$ cat src/rtl/xbar_req_router_if.sv
// Request crossbar bundle: requester channels on one side,
// per-bank HTU slots on the other.
interface xbar_req_router_if #(
  parameter int NUM_CH   = 3,
  parameter int NUM_BANK = 4,
  parameter int ADDR_W   = 28,
  parameter int OP_W     = 3
);
  localparam int CH_W =
    (NUM_CH > 1) ? $clog2(NUM_CH) : 1;

  logic [NUM_CH-1:0]          ch_req_valid_i;
  logic [NUM_CH-1:0]          ch_req_allowIn_o;
  logic [NUM_CH*OP_W-1:0]     ch_req_op_i;
  logic [NUM_CH*ADDR_W-1:0]   ch_req_addr_i;
  logic [NUM_BANK-1:0]        bank_htu_valid_o;
  logic [NUM_BANK-1:0]        bank_htu_ready_i;
  logic [NUM_BANK*CH_W-1:0]   bank_htu_ch_id_o;
  logic [NUM_BANK*OP_W-1:0]   bank_htu_opcode_o;
  logic [NUM_BANK*ADDR_W-1:0] bank_htu_addr_o;

  modport master (
    output ch_req_valid_i,
    output ch_req_op_i,
    output ch_req_addr_i,
    output bank_htu_ready_i,
    input  ch_req_allowIn_o,
    input  bank_htu_valid_o,
    input  bank_htu_ch_id_o,
    input  bank_htu_opcode_o,
    input  bank_htu_addr_o
  );

  modport slave (
    input  ch_req_valid_i,
    input  ch_req_op_i,
    input  ch_req_addr_i,
    input  bank_htu_ready_i,
    output ch_req_allowIn_o,
    output bank_htu_valid_o,
    output bank_htu_ch_id_o,
    output bank_htu_opcode_o,
    output bank_htu_addr_o
  );
endinterface

$ cat src/rtl/xbar_req_router.sv
// Channel-to-bank request crossbar: bank decode, per-bank
// round-robin arbitration and a registered output slot per bank.
module xbar_req_router #(
  parameter int NUM_CH    = 3,
  parameter int NUM_BANK  = 4,
  parameter int ADDR_W    = 28,
  parameter int OP_W      = 3,
  parameter int BANK_HASH = 0
) (
  input logic            clk_i,
  input logic            rst_i,
  xbar_req_router_if.slave bus
);
  localparam int CH_W =
    (NUM_CH > 1) ? $clog2(NUM_CH) : 1;
  localparam int BB = $clog2(NUM_BANK);

  typedef logic [BB-1:0]   bank_t;
  typedef logic [CH_W-1:0] ch_t;

  logic [OP_W-1:0]   op_in   [NUM_CH];
  logic [ADDR_W-1:0] addr_in [NUM_CH];
  bank_t             tgt     [NUM_CH];

  ch_t                 rr_q   [NUM_BANK];
  ch_t                 win    [NUM_BANK];
  int                  best   [NUM_BANK];
  logic [NUM_BANK-1:0] hit;
  logic [NUM_BANK-1:0] acc;
  logic [NUM_BANK-1:0] free;

  logic [NUM_BANK-1:0] v_q;
  ch_t                 id_q   [NUM_BANK];
  logic [OP_W-1:0]     op_q   [NUM_BANK];
  logic [ADDR_W-1:0]   addr_q [NUM_BANK];

  always_comb begin
    for (int c = 0; c < NUM_CH; c++) begin
      op_in[c]   = bus.ch_req_op_i[c*OP_W +: OP_W];
      addr_in[c] = bus.ch_req_addr_i[c*ADDR_W +: ADDR_W];
      if (BANK_HASH != 0)
        tgt[c] = addr_in[c][BB-1:0]
               ^ addr_in[c][2*BB-1:BB];
      else
        tgt[c] = addr_in[c][BB-1:0];
    end
  end

  // Winner is the candidate at the smallest rotated distance from rr_q.
  always_comb begin
    for (int b = 0; b < NUM_BANK; b++) begin
      win[b]  = '0;
      best[b] = 0;
      hit[b]  = 1'b0;
      free[b] = !v_q[b] || bus.bank_htu_ready_i[b];
      for (int c = 0; c < NUM_CH; c++) begin
        int d;
        d = c - int'(rr_q[b]);
        if (d < 0) d = d + NUM_CH;
        if (bus.ch_req_valid_i[c] &&
            tgt[c] == bank_t'(b) &&
            (!hit[b] || d < best[b])) begin
          hit[b]  = 1'b1;
          best[b] = d;
          win[b]  = ch_t'(c);
        end
      end
      acc[b] = hit[b] && free[b] && rst_i;
    end
  end

  always_comb begin
    for (int c = 0; c < NUM_CH; c++) begin
      bus.ch_req_allowIn_o[c] =
        bus.ch_req_valid_i[c] &&
        acc[tgt[c]] &&
        (win[tgt[c]] == ch_t'(c));
    end
  end

  always_ff @(posedge clk_i or negedge rst_i) begin
    if (!rst_i) begin
      v_q <= '0;
      for (int b = 0; b < NUM_BANK; b++) begin
        rr_q[b]   <= '0;
        id_q[b]   <= '0;
        op_q[b]   <= '0;
        addr_q[b] <= '0;
      end
    end else begin
      for (int b = 0; b < NUM_BANK; b++) begin
        if (acc[b]) begin
          v_q[b]    <= 1'b1;
          id_q[b]   <= win[b];
          op_q[b]   <= op_in[win[b]];
          addr_q[b] <= addr_in[win[b]];
          if (win[b] == ch_t'(NUM_CH - 1))
            rr_q[b] <= '0;
          else
            rr_q[b] <= win[b] + ch_t'(1);
        end else if (bus.bank_htu_ready_i[b]) begin
          v_q[b] <= 1'b0;
        end
      end
    end
  end

  always_comb begin
    bus.bank_htu_valid_o = v_q;
    for (int b = 0; b < NUM_BANK; b++) begin
      bus.bank_htu_ch_id_o[b*CH_W +: CH_W]    = id_q[b];
      bus.bank_htu_opcode_o[b*OP_W +: OP_W]   = op_q[b];
      bus.bank_htu_addr_o[b*ADDR_W +: ADDR_W] = addr_q[b];
    end
  end
endmodule

$ cat src/flat_wrapper.sv
// flat-port wrapper written by rule: the top's interface ports become plain ports
module xbar_req_router_flat 
#(
  parameter int NUM_CH    = 3,
  parameter int NUM_BANK  = 4,
  parameter int ADDR_W    = 28,
  parameter int OP_W      = 3,
  parameter int BANK_HASH = 0
)
  (clk_i, rst_i, bus_ch_req_valid_i, bus_ch_req_op_i, bus_ch_req_addr_i, bus_bank_htu_ready_i, bus_ch_req_allowIn_o, bus_bank_htu_valid_o, bus_bank_htu_ch_id_o, bus_bank_htu_opcode_o, bus_bank_htu_addr_o);
  xbar_req_router_if #(.NUM_CH(NUM_CH), .NUM_BANK(NUM_BANK), .ADDR_W(ADDR_W), .OP_W(OP_W)) bus_i ();
  input logic clk_i;
  input logic rst_i;
  input wire logic [$bits(bus_i.ch_req_valid_i)-1:0] bus_ch_req_valid_i;
  input wire logic [$bits(bus_i.ch_req_op_i)-1:0] bus_ch_req_op_i;
  input wire logic [$bits(bus_i.ch_req_addr_i)-1:0] bus_ch_req_addr_i;
  input wire logic [$bits(bus_i.bank_htu_ready_i)-1:0] bus_bank_htu_ready_i;
  output wire logic [$bits(bus_i.ch_req_allowIn_o)-1:0] bus_ch_req_allowIn_o;
  output wire logic [$bits(bus_i.bank_htu_valid_o)-1:0] bus_bank_htu_valid_o;
  output wire logic [$bits(bus_i.bank_htu_ch_id_o)-1:0] bus_bank_htu_ch_id_o;
  output wire logic [$bits(bus_i.bank_htu_opcode_o)-1:0] bus_bank_htu_opcode_o;
  output wire logic [$bits(bus_i.bank_htu_addr_o)-1:0] bus_bank_htu_addr_o;
  assign bus_i.ch_req_valid_i = bus_ch_req_valid_i;
  assign bus_i.ch_req_op_i = bus_ch_req_op_i;
  assign bus_i.ch_req_addr_i = bus_ch_req_addr_i;
  assign bus_i.bank_htu_ready_i = bus_bank_htu_ready_i;
  assign bus_ch_req_allowIn_o = bus_i.ch_req_allowIn_o;
  assign bus_bank_htu_valid_o = bus_i.bank_htu_valid_o;
  assign bus_bank_htu_ch_id_o = bus_i.bank_htu_ch_id_o;
  assign bus_bank_htu_opcode_o = bus_i.bank_htu_opcode_o;
  assign bus_bank_htu_addr_o = bus_i.bank_htu_addr_o;
  xbar_req_router #(.NUM_CH(NUM_CH), .NUM_BANK(NUM_BANK), .ADDR_W(ADDR_W), .OP_W(OP_W), .BANK_HASH(BANK_HASH)) u_core (.clk_i(clk_i), .rst_i(rst_i), .bus(bus_i));
endmodule
$ cat config.mk
export PLATFORM = sky130hd
export DESIGN_NAME = xbar_req_router_flat
export DESIGN_NICKNAME = d
export VERILOG_FILES = /design/src/rtl/xbar_req_router_if.sv /design/src/rtl/xbar_req_router.sv /design/src/flat_wrapper.sv
export SDC_FILE = /design/constraint.sdc
export NUM_CORES = 1
export LEC_CHECK = 0
export CORE_MARGIN = 4
export CORE_UTILIZATION = 52
export CTS_BUF_LIST = sky130_fd_sc_hd__clkbuf_8
export DETAILED_ROUTE_END_ITERATION = 10
export PLACE_DENSITY = 0.81
export SYNTH_ARGS = -nofsm -noshare
export SYNTH_HDL_FRONTEND = slang
export SYNTH_SLANG_ARGS = --single-unit
$ cat constraint.sdc
create_clock -name clk_i -period 7.4 [get_ports clk_i]
set_input_delay 1.11 -clock clk_i [delete_from_list [all_inputs] [get_ports clk_i]]
set_output_delay 1.11 -clock clk_i [all_outputs]
set_load 0.02 [all_outputs]
==> flow_metrics.tcl, run 1 <==
set metrics [dict create \
    status "finished clean" \
    htree_levels 4 \
    clockBufferDepth 2 \
    slew_viol_final 0 \
    rsz0062_at_grt "false" \
    drc 0 \
    ant_nets 0 \
    nFillCells 1480 \
    fin_nets 1460 \
    pre_cts_ws_ps 322 \
    cts_root_buf "clkbuf_8" \
    cts_tree "yes" \
    drive_above_1_share_pct 10.1 \
    drt-total-wl_um 32900 \
    viasPerCell 6.07 \
    pwr-share-comb_pct 40.8 \
    synth_ff_type "dfrtp_1" \
    ctsHoldBuffers 0 \
    r2r-start "u_core.rr_q[3]" \
    syn_inst 1062 \
    synth_edf_count 0 \
    end_kind "primary output" \
    seqPwrFrac_pct 36.0 \
    areaGrowthSynthToFinish_pct 31.6 \
    pwr-share-clk_pct 23.2 \
    path_class "in2out" \
    grt_pass1_wl_um 52200 \
    grt_pass1_vias 9381 \
    wl_per_cell_um 21.4 \
    grt_max_degree 67 \
    setup_tns_ps 0 \
    setup_slack_ps 383 \
    drtIter0Drc 672 \
    static-leakage-power_nw 5.62 \
    switchingPower_w 0.00112 \
    core_region_area_um2 18200 \
    startpoint "bus_ch_req_addr_i[1]" \
    ys_warn_count 0 \
    slew_headroom_pct 20.2 \
    maxCapViolations 0 \
    power_density_nw_per_um2 233 \
    setup_viol 0 \
    floorplan.die_area_um2 21000 \
    yosysSeqAreaShare_pct 36.9 \
    swShare_pct 37.4 \
    cts_setup_buffers 0 \
    dieHeight_um 145 \
    place.gp.congestion 0.883 \
    rows 49 \
    io_pins 241 \
    hp-start "u_core.bus.bank_htu_addr_o[28]" \
    power.total_w 0.00300 \
    port_buffers 240 \
    arrival_ps 5910 \
    p_int_w 0.00188 \
    clkLatencyLatePin_ps 460 \
    antenna_found_initial 2 \
    clkSinkCount 144 \
    num_vias 9317 \
    worst_ep_required_time_ps 6290 \
    syn_avg_cell_area_um2 9.19 \
    drtPass1Iterations 5 \
    final.min_clock_period_ps 7020 \
    start_kind "input port" \
    clkTransAtPathRegs_ps 80 \
    netlist_area_um2 9760 \
    hold_violations 0 \
    max-vdd-ir-drop_mv 0.199 \
    grt-ovfl-total 0 \
    synth_cell_types 75 \
    dieWidth_um 145 \
    grt_use_total_pct 30.8 \
    post-dp-hpwl_um 23100 \
    holdWs_ps 473 \
    holdCritPathClass "reg2reg" \
    ys_async_sr_fraction_pct 100 \
    skew_ps 16.8 \
    period_share_pct 94.8 \
    path_max_fanout 12 \
    start_util_pct 53.6 \
    cts_buffers 17 \
    ys_seq_elements 144 \
    fmax_mhz 143 \
    tightest_slew_ps 1190 \
]
-- Yosys cell counts, types with 3 or more instances --
| cell | instances | share of area [%] |
|---|---|---|
| a211oi_1 | 14 | 1.1 |
| a21boi_0 | 4 | 0.31 |
| a21o_1 | 22 | 1.7 |
| a21oi_1 | 73 | 3.7 |
| a221o_1 | 19 | 1.9 |
| a221oi_1 | 12 | 1.1 |
| a221oi_2 | 7 | 1.1 |
| a311oi_1 | 3 | 0.27 |
| a31oi_1 | 5 | 0.32 |
| and2_1 | 23 | 1.5 |
| buf_1 | 4 | 0.15 |
| buf_2 | 26 | 1.3 |
| buf_4 | 3 | 0.23 |
| buf_6 | 6 | 0.69 |
| clkbuf_1 | 36 | 1.4 |
| dfrtp_1 | 144 | 37 |
| ha_1 | 68 | 8.7 |
| inv_1 | 33 | 1.3 |
| mux2_2 | 38 | 4.4 |
| mux2i_1 | 81 | 8.3 |
| nand2_1 | 130 | 5.0 |
| nand2b_1 | 16 | 1.0 |
| nand3_1 | 19 | 0.97 |
| nand3b_1 | 4 | 0.31 |
| nand4_1 | 3 | 0.19 |
| nor2_1 | 76 | 2.9 |
| nor2b_1 | 16 | 1.0 |
| nor3_1 | 5 | 0.26 |
| nor3b_1 | 3 | 0.23 |
| o211ai_1 | 18 | 1.4 |
| o21a_1 | 5 | 0.38 |
| o21ai_0 | 80 | 4.1 |
| o21ai_1 | 4 | 0.21 |
| o21ai_2 | 3 | 0.27 |
| o2bb2ai_1 | 3 | 0.27 |
| o31ai_1 | 6 | 0.46 |
| or3_1 | 3 | 0.19 |
-- critical path: stages --
cell             delay (ps)
clkdlybuf4s50_1         710
and3b_4                 320
nand2_2                 110
ha_1                    230
a21oi_1                 140
o21ai_1                 130
mux2_2                  270
and2_1                  170
a21boi_0                180
ha_1                    270
or4_1                   470
o21ai_0                 160
a211oi_1                100
a41oi_2                 190
o21ai_2                 110
nor3_2                  190
nand2_1                  80
a221oi_1                290
clkdlybuf4s50_1         660
-- path summary, 6_finish.rpt --
check	end	slack, ps	cells past startpoint
setup / recovery	bus_ch_req_allowIn_o[0]	380	19
hold / removal	u_core.bus.bank_htu_addr_o[28]	470	1
setup reg to reg	u_core.bus.bank_htu_addr_o[65]	2320	22
hold reg to reg	u_core.bus.bank_htu_addr_o[28]	470	1
max in group asynchronous	u_core.bus.bank_htu_addr_o[100]	5070	3
min in group asynchronous	u_core.bus.bank_htu_addr_o[40]	560	1
-- cell type report --
cell class,instances,area (um2),area share [%]
Clock inverter,15,193,1.50
Inverter,33,124,0.964
Antenna cell,2,5.00,0.0390
Tap cell,229,287,2.23
Timing Repair Buffer,265,2590,20.2
Sequential cell,144,3600,28.1
Multi-Input combinational cell,829,5810,45.2
Clock buffer,17,234,1.82
-- power by group through the flow --
| stage | clock network, W | registers (W) | logic (W) |
|---|---|---|---|
| 3_3_place_gp | 0 | 0.00108 | 0.00119 |
| 4_1_cts | 0.000701 | 0.00108 | 0.00122 |
| 5_1_grt | 0.000733 | 0.00110 | 0.00132 |
| 2_1_floorplan | 0 | 0.00127 | 0.000431 |
| 6_report | 0.000694 | 0.00108 | 0.00122 |
| 3_5_place_dp | 0 | 0.00109 | 0.00121 |
-- cells in the final DEF (no fill, tap or decap), types with 5 or more instances in the layout --
master           count
dfrtp_1            144
mux2_2              38
a21oi_1             72
a21o_1              21
nor2b_1             13
conb_1              20
nand3_1             19
clkbuf_8            17
and2_1              23
nor2_1              76
a31oi_1              5
buf_4               25
inv_1               34
nand2_1            130
a211oi_1            14
mux2i_1             81
a221oi_2             7
a221o_1             19
o21a_1               5
ha_1                68
o211ai_1            18
a221oi_1            12
nand2b_1            12
clkdlybuf4s50_1    238
o21ai_0             80
o31ai_1              6
-- registers in the layout, summed over array words and instances, names as in the netlist --
| register | cells |
|---|---|
| u_core.bus.bank_htu_ch_id_o | 8 |
| u_core.bus.bank_htu_valid_o | 4 |
| u_core.bus.bank_htu_addr_o | 112 |
| u_core.bus.bank_htu_opcode_o | 12 |
| u_core.rr_q | 8 |
-- routing by layer --
metal	track usage (%)	wire (um)	part of all wire, %
met5	0	0	0
met4	11.7	1080	3.3
met3	8.08	3110	9.5
met2	49.2	15200	46
met1	40.4	13500	41
-- through the flow --
stage                     area (um2)  util (%)  std cells
final                          12800      70.5       1534
after floorplan                 9830         -       1081
after global routing           12800      70.5       1534
after detailed placement       12400      68.2       1500
after CTS                      12800      70.5       1532
after global placement         12400      68.2       1500
-- cells by family after synthesis --
group / synth area share, %
muxes: 12.7
adders and majority gates: 8.72
DFF: 36.9
AOI/OAI and AO/OA: 20.9
xor gates and xnor gates: 0.269
buffers and inverters: 5.06
other: 0.0384
and+or+nand+nor: 15.4
-- what timing repair did --
action                                  4_1_cts  5_1_grt
hold endpoints to repair                      0        0
endpoints found under the setup margin        0        1
gates resized for setup                       0        1
Power figures use the tool's default switching activity.
==> run 2: changes to the inputs <==
--- a/config.mk
+++ b/config.mk
@@ -10,2 +10,3 @@
 export CTS_BUF_LIST = sky130_fd_sc_hd__clkbuf_8
+export CTS_CLUSTER_DIAMETER = 100
 export DETAILED_ROUTE_END_ITERATION = 10
--- a/constraint.sdc
+++ b/constraint.sdc
@@ -3,2 +3,2 @@
 set_output_delay 1.11 -clock clk_i [all_outputs]
-set_load 0.02 [all_outputs]
+set_load 0.005 [all_outputs]
==> run 2 against run 1 <==
Effect of this change:
- sequential share of layout area grew 0.088 points
- power shrank 8.2%
- critical path depth is the same
- clock skew grew 4.1 ps
- design area shrank 0.31%
- via count shrank 2.0%
- register-to-register slack gained 20 ps
- count of clock-buffer cells in the layout is the same
- worst hold slack gained 5.2 ps
- combinational power shrank 16%
- sequential power is essentially flat
- critical path type unchanged
==> flow_metrics.tcl, run 2 (synthesized netlist as in run 1, its figures left out) <==
set metrics [dict create \
    wl_per_cell_um 21.2 \
    io_pins 241 \
    post-dp-hpwl_um 22800 \
    nFillCells 1486 \
    skew_ps 20.8 \
    clkSinkCount 144 \
    largest_reg_flops 112 \
    port_buffers 240 \
    slew_viol_final 0 \
    pwr-share-comb_pct 37.4 \
    tightest_slew_ps 1170 \
    final_util_pct 70.3 \
    grt_max_degree 65 \
    layout_commonest_cell "clkdlybuf4s50_1" \
    static-leakage-power_nw 5.58 \
    crit_slowest_cell "clkdlybuf4s50_1" \
    maxCapViolations 0 \
    drtIter0Drc 675 \
    hold_violations 0 \
    clockBufferDepth 2 \
    arrival_ps 5910 \
    fin_nets 1457 \
    worst_ep_required_time_ps 6290 \
    final.min_clock_period_ps 7020 \
    grt_use_total_pct 30.3 \
    swShare_pct 34.8 \
    grt_pass1_vias 9114 \
    ant_nets 0 \
    antenna_found_initial 2 \
    power_density_nw_per_um2 215 \
    grt_pass1_wl_um 50900 \
    clkTransAtPathRegs_ps 90 \
    cts_buffers 17 \
    htree_levels 4 \
    fmax_mhz 143 \
    max_stage_delay_ps 580 \
    start_kind "input port" \
    layout_common_cells "clkdlybuf4s50_1 (239), dfrtp_1 (144), nand2_1 (130), mux2i_1 (81), o21ai_0 (80)" \
    setup_tns_ps 0 \
    cts_tree "yes" \
    clkLatencyLatePin_ps 460 \
    end_kind "primary output" \
    dieHeight_um 145 \
    ctsHoldBuffers 0 \
    switchingPower_w 0.000957 \
    viasPerCell 5.96 \
    period_share_pct 94.8 \
    p_int_w 0.00179 \
    num_vias 9132 \
    drtPass1Iterations 6 \
    status "finished clean" \
    path_max_fanout 10 \
    rsz0062_at_grt "false" \
    max-vdd-ir-drop_mv 0.131 \
    grt-ovfl-total 0 \
    pwr-share-clk_pct 23.6 \
    path_class "in2out" \
    drive_above_1_share_pct 10.1 \
    seqPwrFrac_pct 39.0 \
    areaGrowthSynthToFinish_pct 31.2 \
    holdCritPathClass "reg2reg" \
    core_region_area_um2 18200 \
    rows 49 \
    slew_headroom_pct 22.0 \
    cts_setup_buffers 0 \
    start_util_pct 53.6 \
    cts_root_buf "clkbuf_8" \
    setup_viol 0 \
    place.gp.congestion 0.892 \
    cts_resized 0 \
    floorplan.die_area_um2 21000 \
    worstPathCellList "clkdlybuf4s50_1 -> and3b_4 -> nand2_2 -> ha_1 -> a21oi_1 -> o21ai_1 -> mux2_2 -> and2_1 -> a21boi_0 -> ha_1 -> or4_1 -> o21ai_0 -> a211oi_1 -> a41oi_2 -> o21ai_2 -> nor3_2 -> nand2_1 -> a221oi_1 -> clkdlybuf4s50_1" \
    drc 0 \
    drt-total-wl_um 32500 \
    dieWidth_um 145 \
]
## run 2: layout make-up
cell class                      instances  area (um2)  area share (%)
Clock inverter                         15         166            1.30
Clock buffer                           17         234            1.83
Antenna cell                            2        5.00          0.0391
Tap cell                              229         287            2.24
Timing Repair Buffer                  262        2570            20.1
Inverter                               33         124           0.967
Sequential cell                       144        3600            28.1
Multi-Input combinational cell        829        5810            45.4
## run 2: path summary, 6_finish.rpt
| kind | start | end | slack (ps) | cells past startpoint |
|---|---|---|---|---|
| max in group asynchronous | rst_i | u_core.bus.bank_htu_opcode_o[3] | 5070 | 3 |
| worst max-delay path | bus_ch_req_addr_i[0] | bus_ch_req_allowIn_o[0] | 380 | 19 |
| worst min register to register | u_core.bus.bank_htu_addr_o[28] | u_core.bus.bank_htu_addr_o[28] | 480 | 1 |
| min in group asynchronous | rst_i | u_core.bus.bank_htu_addr_o[41] | 560 | 1 |
| worst min-delay path | u_core.bus.bank_htu_addr_o[28] | u_core.bus.bank_htu_addr_o[28] | 480 | 1 |
| worst max register to register | u_core.rr_q[3] | u_core.bus.bank_htu_addr_o[65] | 2340 | 19 |
## run 2: power by group through the flow
| stage | combinational (W) | sequential [W] | clock (W) |
|---|---|---|---|
| finish | 0.00103 | 0.00107 | 0.000650 |
| global route | 0.00112 | 0.00109 | 0.000691 |
| CTS | 0.00103 | 0.00107 | 0.000659 |
| detailed placement | 0.00102 | 0.00109 | 0 |
| global placement | 0.000997 | 0.00108 | 0 |
| floorplan | 0.000430 | 0.00108 | 0 |
## run 2: layer usage
metal | up-vias | wire, um | GRT usage, % | part of all wire [%]
met5 | - | 0 | 0 | 0
met4 | 0 | 1000 | 11.6 | 3.1
met3 | 68 | 2960 | 7.70 | 9.1
met2 | 431 | 15100 | 49.1 | 46
met1 | 4399 | 13400 | 39.3 | 41
li1 | 4234 | - | - | -
## run 2: through the flow
step	setup slack (ps)	area [um2]	instances	hold WS, ps	total power (W)
6_report	384	12800	1531	479	0.00275
5_1_grt	30.0	12800	1531	498	0.00291
4_1_cts	307	12800	1529	484	0.00276
3_5_place_dp	326	12400	1497	452	0.00211
3_3_place_gp	536	12400	1497	449	0.00208
2_1_floorplan	1250	9830	1081	459	0.00151
## run 2: critical path: cells and delay by family
family | cells | cell delay [ps]
adders and majority gates | 2 | 490
muxes | 1 | 270
and+or+nand+nor | 6 | 1550
buffers and inverters | 2 | 1140
AOI/OAI and AO/OA | 8 | 1330
